===== src/rtl/controls_pkg.sv =====
// Shared definitions for the multi-page controls/help overlay: RGB565 colours,
// FSM state and button-id enums, and the on-screen button box geometry.
package controls_pkg;

    // RGB565 colours
    localparam logic [15:0] C_BLACK = 16'h0000;
    localparam logic [15:0] C_WHITE = 16'hFFFF;
    localparam logic [15:0] C_RED   = 16'hF800;
    localparam logic [15:0] C_GREEN = 16'h07E0;
    localparam logic [15:0] C_GREY  = 16'h8410;

    typedef enum logic [1:0] {
        StShow,
        StHilite,
        StExit
    } state_e;

    // Encodings double as box indices 1..5 in the glyph ROM
    typedef enum logic [2:0] {
        BtnNone = 3'd0,
        BtnL    = 3'd1,
        BtnR    = 3'd2,
        BtnU    = 3'd3,
        BtnD    = 3'd4,
        BtnC    = 3'd5
    } btn_id_e;

    // Outer button boxes are 11x9 pixels around their centre
    localparam int NUM_BOXES  = 5;
    localparam int BOX_HALF_W = 5;
    localparam int BOX_HALF_H = 4;

    function automatic int box_cx(input int b);
        case (b)
            1:       return 34;  // L
            2:       return 62;  // R
            default: return 48;  // U, D, C
        endcase
    endfunction

    function automatic int box_cy(input int b);
        case (b)
            3:       return 22;  // U
            4:       return 44;  // D
            default: return 33;  // L, R, C
        endcase
    endfunction

    function automatic int abs_i(input int v);
        return (v < 0) ? -v : v;
    endfunction

endpackage


===== src/rtl/controls_glyph_rom.sv =====
// Combinational pixel classifier for the controls overlay: reports whether
// (x, y) is a glyph/outline pixel of the given page, an arrow pixel, and which
// button box (if any) contains it. Optional page dots: CONTROLS_PAGE_DOTS_EN.
module controls_glyph_rom
    import controls_pkg::*;
#(
    parameter int unsigned WIDTH     = 96,
    parameter int unsigned HEIGHT    = 64,
    parameter int unsigned NUM_PAGES = 3,
    parameter int unsigned PW        = $clog2(NUM_PAGES)
) (
    input  logic [6:0]    i_x,
    input  logic [5:0]    i_y,
    input  logic [PW-1:0] i_page,
    output logic          o_glyph,
    output logic          o_arrow,
    output btn_id_e       o_box_id,
    output logic          o_dot_on,
    output logic          o_dot_cur
);

    // ">>>" made of three filled 4x7 triangles near the bottom-right corner
    localparam int ARROW_X0 = int'(WIDTH) - 18;
    localparam int ARROW_Y  = int'(HEIGHT) - 7;

    int   w_x;
    int   w_y;
    int   w_page;
    int   w_adx;
    int   w_ady;
    int   w_dxa;
    logic w_box_glyph;
    logic w_mark;

    assign w_x    = int'(i_x);
    assign w_y    = int'(i_y);
    assign w_page = int'(i_page);

    // Box membership, box outlines and the page-dependent centre stroke
    always_comb begin
        o_box_id    = BtnNone;
        w_box_glyph = 1'b0;
        w_adx       = 0;
        w_ady       = 0;
        for (int b = 1; b <= NUM_BOXES; b++) begin
            w_adx = abs_i(w_x - box_cx(b));
            w_ady = abs_i(w_y - box_cy(b));
            if (w_adx <= BOX_HALF_W && w_ady <= BOX_HALF_H) begin
                o_box_id    = btn_id_e'(3'(b));
                // centre stroke is 3 wide and grows by 2 rows per page
                w_box_glyph = (w_adx == BOX_HALF_W) || (w_ady == BOX_HALF_H) ||
                              (w_adx <= 1 && w_ady <= w_page);
            end
        end
    end

    // Page marker: page+1 two-pixel-wide bars at the top left, pitch 4
    assign w_mark = (w_y >= 2) && (w_y <= 8) && (w_x >= 4) &&
                    (w_x - 4 <= 4 * w_page + 1) && (((w_x - 4) & 2) == 0);

    assign o_glyph = w_box_glyph | w_mark;

    // Arrow shape, suppressed on the last page
    always_comb begin
        o_arrow = 1'b0;
        w_dxa   = 0;
        if (w_page < int'(NUM_PAGES) - 1) begin
            for (int k = 0; k < 3; k++) begin
                w_dxa = w_x - (ARROW_X0 + 5 * k);
                if (w_dxa >= 0 && w_dxa <= 3 && abs_i(w_y - ARROW_Y) <= w_dxa) begin
                    o_arrow = 1'b1;
                end
            end
        end
    end

`ifdef CONTROLS_PAGE_DOTS_EN
    // 2x2 dots on rows HEIGHT-4..HEIGHT-3, pitch 4, centred horizontally
    localparam int DOT_X0 = int'(WIDTH) / 2 - 2 * int'(NUM_PAGES) + 1;
    localparam int DOT_Y0 = int'(HEIGHT) - 4;

    // Page-dot membership and whether the dot belongs to the current page
    always_comb begin
        o_dot_on  = 1'b0;
        o_dot_cur = 1'b0;
        if (w_y >= DOT_Y0 && w_y <= DOT_Y0 + 1) begin
            for (int k = 0; k < int'(NUM_PAGES); k++) begin
                if (w_x >= DOT_X0 + 4 * k && w_x <= DOT_X0 + 4 * k + 1) begin
                    o_dot_on  = 1'b1;
                    o_dot_cur = (k == w_page);
                end
            end
        end
    end
`else
    assign o_dot_on  = 1'b0;
    assign o_dot_cur = 1'b0;
`endif

endmodule


===== src/rtl/controls_screen_pager.sv =====
// Multi-page controls/help overlay for the 96x64 OLED pixel stream. Buttons
// navigate pages, the pressed button box is briefly highlighted, the ">>>"
// arrow blinks and done pulses when the user leaves the last page.
// Optional page-indicator dots: define CONTROLS_PAGE_DOTS_EN.
module controls_screen_pager
    import controls_pkg::*;
#(
    parameter int unsigned WIDTH         = 96,
    parameter int unsigned HEIGHT        = 64,
    parameter int unsigned NUM_PAGES     = 3,
    parameter int unsigned BLINK_TICKS   = 15,
    parameter int unsigned HILITE_TICKS  = 8,
    parameter logic [15:0] FG_COLOUR     = C_BLACK,
    parameter logic [15:0] BG_COLOUR     = C_WHITE,
    parameter logic [15:0] ARROW_COLOUR  = C_RED,
    parameter logic [15:0] HILITE_COLOUR = C_GREEN
) (
    input  logic                         clk,
    input  logic                         rst_n,
    input  logic                         i_frame_tick,
    input  logic                         i_btn_l,
    input  logic                         i_btn_r,
    input  logic                         i_btn_u,
    input  logic                         i_btn_d,
    input  logic                         i_btn_c,
    input  logic [6:0]                   i_x,
    input  logic [5:0]                   i_y,
    output logic [15:0]                  o_oled_data,
    output logic [$clog2(NUM_PAGES)-1:0] o_page,
    output logic                         o_done
);

    localparam int unsigned   PW        = $clog2(NUM_PAGES);
    localparam int unsigned   BW        = $clog2(BLINK_TICKS + 1);
    localparam int unsigned   TW        = $clog2(HILITE_TICKS + 1);
    localparam logic [PW-1:0] LAST_PAGE = PW'(NUM_PAGES - 1);

    state_e          r_state;
    logic [PW-1:0]   r_page;
    btn_id_e         r_hl_btn;
    logic [TW-1:0]   r_timer;
    logic [BW-1:0]   r_blink_cnt;
    logic            r_arrow_on;
    logic            r_done;
    logic [15:0]     r_pix;

    logic            w_any;
    logic            w_exit;
    btn_id_e         w_hl_sel;
    logic [PW-1:0]   w_page_nxt;
    logic            w_in_range;
    logic            w_glyph;
    logic            w_arrow;
    btn_id_e         w_box_id;
    logic            w_dot_on;
    logic            w_dot_cur;
    logic [15:0]     w_colour;

    controls_glyph_rom #(
        .WIDTH     (WIDTH),
        .HEIGHT    (HEIGHT),
        .NUM_PAGES (NUM_PAGES),
        .PW        (PW)
    ) u_glyph_rom (
        .i_x       (i_x),
        .i_y       (i_y),
        .i_page    (r_page),
        .o_glyph   (w_glyph),
        .o_arrow   (w_arrow),
        .o_box_id  (w_box_id),
        .o_dot_on  (w_dot_on),
        .o_dot_cur (w_dot_cur)
    );

    // Button decode: highlight priority c > r > l > u > d, page step and exit
    always_comb begin
        w_any      = i_btn_l | i_btn_r | i_btn_u | i_btn_d | i_btn_c;
        w_exit     = 1'b0;
        w_page_nxt = r_page;
        if (i_btn_c)      w_hl_sel = BtnC;
        else if (i_btn_r) w_hl_sel = BtnR;
        else if (i_btn_l) w_hl_sel = BtnL;
        else if (i_btn_u) w_hl_sel = BtnU;
        else if (i_btn_d) w_hl_sel = BtnD;
        else              w_hl_sel = BtnNone;

        if (i_btn_c) begin
            if (r_page == LAST_PAGE) w_exit = 1'b1;
            else                     w_page_nxt = r_page + PW'(1);
        end else if (i_btn_l && i_btn_r) begin
            w_page_nxt = r_page;  // opposing presses cancel
        end else if (i_btn_r) begin
            w_page_nxt = (r_page == LAST_PAGE) ? '0 : r_page + PW'(1);
        end else if (i_btn_l) begin
            w_page_nxt = (r_page == '0) ? LAST_PAGE : r_page - PW'(1);
        end
    end

    // Pixel colour for the requested coordinate under the current state
    always_comb begin
        w_in_range = (32'(i_x) < WIDTH) && (32'(i_y) < HEIGHT);
        if (!w_in_range)                                  w_colour = BG_COLOUR;
        else if (r_hl_btn != BtnNone && w_box_id == r_hl_btn) w_colour = HILITE_COLOUR;
        else if (w_glyph)                                 w_colour = FG_COLOUR;
        else if (w_dot_on)                                w_colour = w_dot_cur ? FG_COLOUR : C_GREY;
        else if (w_arrow && r_arrow_on)                   w_colour = ARROW_COLOUR;
        else                                              w_colour = BG_COLOUR;
    end

    // Navigation FSM with highlight timer, arrow blink and registered outputs
    always_ff @(posedge clk or negedge rst_n) begin
        if (!rst_n) begin
            r_state     <= StShow;
            r_page      <= '0;
            r_hl_btn    <= BtnNone;
            r_timer     <= '0;
            r_blink_cnt <= '0;
            r_arrow_on  <= 1'b1;
            r_done      <= 1'b0;
            r_pix       <= BG_COLOUR;
        end else begin
            r_done <= 1'b0;
            r_pix  <= w_colour;

            if (i_frame_tick) begin
                if (r_blink_cnt == BW'(BLINK_TICKS - 1)) begin
                    r_blink_cnt <= '0;
                    r_arrow_on  <= ~r_arrow_on;
                end else begin
                    r_blink_cnt <= r_blink_cnt + BW'(1);
                end
            end

            case (r_state)
                StShow, StHilite: begin
                    if (w_any) begin
                        if (w_exit) begin
                            r_state  <= StExit;
                            r_done   <= 1'b1;
                            r_hl_btn <= BtnNone;
                            r_timer  <= '0;
                        end else begin
                            // a press wins over a coincident frame_tick: full reload
                            r_state  <= StHilite;
                            r_timer  <= TW'(HILITE_TICKS);
                            r_hl_btn <= w_hl_sel;
                            if (w_page_nxt != r_page) begin
                                r_page      <= w_page_nxt;
                                r_blink_cnt <= '0;
                                r_arrow_on  <= 1'b1;
                            end
                        end
                    end else if (r_state == StHilite && i_frame_tick) begin
                        if (r_timer <= TW'(1)) begin
                            r_state  <= StShow;
                            r_timer  <= '0;
                            r_hl_btn <= BtnNone;
                        end else begin
                            r_timer <= r_timer - TW'(1);
                        end
                    end
                end
                StExit: begin
                    // buttons are ignored for the single exit cycle
                    r_state     <= StShow;
                    r_page      <= '0;
                    r_blink_cnt <= '0;
                    r_arrow_on  <= 1'b1;
                end
                default: begin
                    r_state  <= StShow;
                    r_hl_btn <= BtnNone;
                end
            endcase
        end
    end

    assign o_oled_data = r_pix;
    assign o_page      = r_page;
    assign o_done      = r_done;

endmodule


===== config.mk =====
export PLATFORM = sky130hd
export DESIGN_NAME = controls_screen_pager
export DESIGN_NICKNAME = d
export VERILOG_FILES = /design/src/rtl/controls_pkg.sv /design/src/rtl/controls_glyph_rom.sv /design/src/rtl/controls_screen_pager.sv
export SDC_FILE = /design/constraint.sdc
export NUM_CORES = 1
export LEC_CHECK = 0
export BUFFER_PORTS_ARGS = -buffer_cell sky130_fd_sc_hd__buf_2
export CAP_MARGIN = 15
export CORE_MARGIN = 10
export CORE_UTILIZATION = 30
export CTS_CLUSTER_DIAMETER = 30
export DETAILED_ROUTE_END_ITERATION = 7
export MAX_ROUTING_LAYER = met4
export PLACE_DENSITY_LB_ADDON = 0.2
export SYNTH_ARGS = -nofsm -noshare
export SYNTH_HDL_FRONTEND = slang
export SYNTH_SLANG_ARGS = --single-unit

===== constraint.sdc =====
create_clock -name clk -period 7.7 [get_ports clk]
set_input_delay 0.385 -clock clk [delete_from_list [all_inputs] [get_ports clk]]
set_output_delay 0.385 -clock clk [all_outputs]
set_load 0.005 [all_outputs]

==> qor.yml <==
clock_tree:
  cts_resized: 0
  hold_buffers: 0
  cts_tree: "built"
  cts_setup_buffers: 0
  clkTransAtPathRegs_ns: 0.06
  clk_latency_ns: 0.26
  htreeDepth: 1
  cts_inserted_buffers: 3
  cts_buffer_depth: 2
  clock-sinks: 20
  root_buffer: "clkbuf_16"
detailed_routing:
  vias: 5350
  ant_nets: 0
  drc: 0
  drt_iter0_markers: 338
  finalWirelength_mm: 15.2
  routedWlPerCell_um: 14.8
  via_per_inst: 5.19
  drt_pre_antenna_iters: 6
floorplan:
  die_h_um: 157
  start_util_pct: 30.4
  core-area_um2: 18600
  placementRows: 50
  chipWidth_um: 157
  die-area_um2: 24800
  io_pins: 40
synthesis:
  synth_top_area_share_pct: 27.4
  yosysWarnings: 0
  ys_seq_elements: 20
  avgSynthCellArea_um2: 7.62
  synth_async_sr_flop_share_pct: 100
  ys_seq_area_share_pct: 8.92
  synthCells: 744
  synth_edf_count: 0
  synth_area_um2: 5670
  ys_types: 78
  synth_largest_area_cell: "ha_1"
  synth.area.top_cells: "ha_1, dfrtp_1, a21oi_1"
  synthFlopType: "dfrtp_1"
hold_path:
  hp-class: "in -> async"
pwr:
  power_frac_comb_pct: 64.3
  p_sw_share_pct: 47.9
  internal_power_uw: 413
  clock_power_share_pct: 13.8
  vdd_ir_drop_max_uv: 64.3
  power_density_nw_per_um2: 128
  p_leak_uw: 0.00281
  pwr-share-seq_pct: 21.9
  p_sw_uw: 380
timing:
  slew_headroom_pct: 29.9
  fmax_mhz: 218
  slew_violations: 0
  tightest_slew_ns: 1.05
  rsz0062_at_grt: "false"
  worst_clock_skew_ns: 0.00568
  min_period_over_period_pct: 59.7
  setup_viol: 0
  finalSetupTns_ns: 0
  finalHoldViolCount: 0
  fin_crit_ns: 4.59
global_routing:
  gr-usage-all-layers_pct: 12.5
  antenna_found_initial: 0
  grt_pass1_wl_mm: 25.7
  grt_pass1_vias: 5017
  grt_overflow: 0
  grt_max_degree: 28
finish:
  final_layout_size_suffix_gt1_share_pct: 8.16
  diodes: 0
  final_nets: 943
  regArea_um2: 505
  post-route-util_pct: 33.2
  layout_commonest_cell: "ha_1"
  area_delta_synth_final_pct: 9.14
  final_cell_mix: "ha_1, nand2_1, a21oi_1"
  nFillCells: 2041
  multi_input_area_um2: 4970
placed_design:
  dp_hpwl_mm: 12.1
  gp_congestion: 0.832
  io_buffers: 39
setup_path:
  critPathKind: "in -> reg"
  r2r_slack_ns: 4.20
  endpoint: "o_oled_data[4]"
  arrival_ns: 4.77
  crit_path_max_fanout: 12
  rr_worst_depth: 11
  crit_path_top_delay_cell: "a21oi_1"
  critical_path.startpoint_type: "input port"
  end_kind: "flip-flop"
  crit_chain: "buf_2, inv_1, ha_1, inv_1, a21oi_1, xnor2_1, o31a_1, nor3_1, ha_1, nand4_1, a21oi_1, a2111oi_0, o211ai_1, a221oi_1, o21ai_0, a21oi_1, or3_1, o21ai_1"
  crit_buf_inv: 3
  r2r_end: "o_oled_data[4]"
  critPathTopFamily: "compound AO/OA/AOI/OAI gates"
  crit_required_ns: 7.87
  startpoint: "i_y[1]"
  r2r_start: "o_page[1]"
  critPathMaxStageDelay_ns: 0.73
  cp.depth: 18
  timing.critical_path.mode_cell: "a21oi_1"
flow_run:
  cap_viol_max_count: 0
status:
  outcome: "finished clean"
[worst min path at each step]
| stage | start | endpoint | slack (ns) | cells after the start |
|---|---|---|---|---|
| after floorplan | rst_n | o_done | 0.09 | 0 |
| after global placement | rst_n | o_done | 0.37 | 1 |
| after detailed placement | rst_n | r_blink_cnt[3] | 0.37 | 1 |
| after CTS | rst_n | r_timer[1] | 0.1 | 1 |
| after global routing | rst_n | o_page[1] | 0.12 | 1 |
| final | rst_n | o_page[1] | 0.08 | 1 |
[metrics by stage]
step / instances / cell area, um2 / hold slack (ns) / setup WS (ns) / total power [uW]
floorplan: 793 / 5850 / 0.0894 / 3.77 / 556
global placement: 1027 / 6110 / 0.368 / 3.02 / 686
detailed placement: 1027 / 6110 / 0.373 / 2.84 / 682
CTS: 1031 / 6180 / 0.0982 / 3.10 / 797
global route: 1031 / 6180 / 0.118 / 2.74 / 884
finish: 1031 / 6180 / 0.0757 / 3.11 / 793
[sequential cells by signal, summed over array words and instances, names as in the netlist]
signal	cells
r_state	2
r_arrow_on	1
o_oled_data	3
r_blink_cnt	4
o_done	1
o_page	2
r_hl_btn	3
r_timer	4
[logic make-up after synthesis]
| logic type | share of synthesized area [%] |
|---|---|
| compound gates | 24.2 |
| mux | 1.81 |
| xor+xnor | 6.91 |
| simple gates | 23.9 |
| flops | 8.92 |
| fa+ha+maj | 27.6 |
| buf+inv | 6.56 |
| other cells | 0.133 |
[routing by layer]
| metal | GRT usage [%] | vias up | wire length, um |
|---|---|---|---|
| li1 | - | 2803 | - |
| met1 | 17.8 | 2478 | 7990 |
| met2 | 19.9 | 66 | 6910 |
| met3 | 0.710 | 3 | 294 |
| met4 | 0.935 | 0 | 23 |
| met5 | - | - | 0 |
[layout make-up]
cell class | instances | share of cell area, %
Timing Repair Buffer | 41 | 3.40
Sequential cell | 20 | 8.17
Multi-Input combinational cell | 699 | 80.4
Tap cell | 234 | 4.73
Inverter | 33 | 2.00
Clock buffer | 4 | 1.27
[power groups by stage]
stage / Sequential [uW] / Clock (uW) / Combinational (uW)
finish: 174 / 109 / 509
global route: 181 / 119 / 585
CTS: 174 / 114 / 509
detailed placement: 175 / 0 / 506
global placement: 177 / 0 / 509
floorplan: 158 / 0 / 398
[synthesized netlist by cell type, drive strengths merged, types with 12 or more instances]
| library cell | count |
|---|---|
| nand2 | 58 |
| ha | 124 |
| a21o | 21 |
| buf | 23 |
| nand4 | 21 |
| clkbuf | 18 |
| inv | 31 |
| nand3 | 21 |
| nor2b | 16 |
| dfrtp | 16 |
| a31oi | 12 |
| a21oi | 58 |
| nor2 | 55 |
| o21ai | 46 |
| nor3 | 26 |
| xnor2 | 33 |
Note: power is estimated with default switching activity, not from simulation.
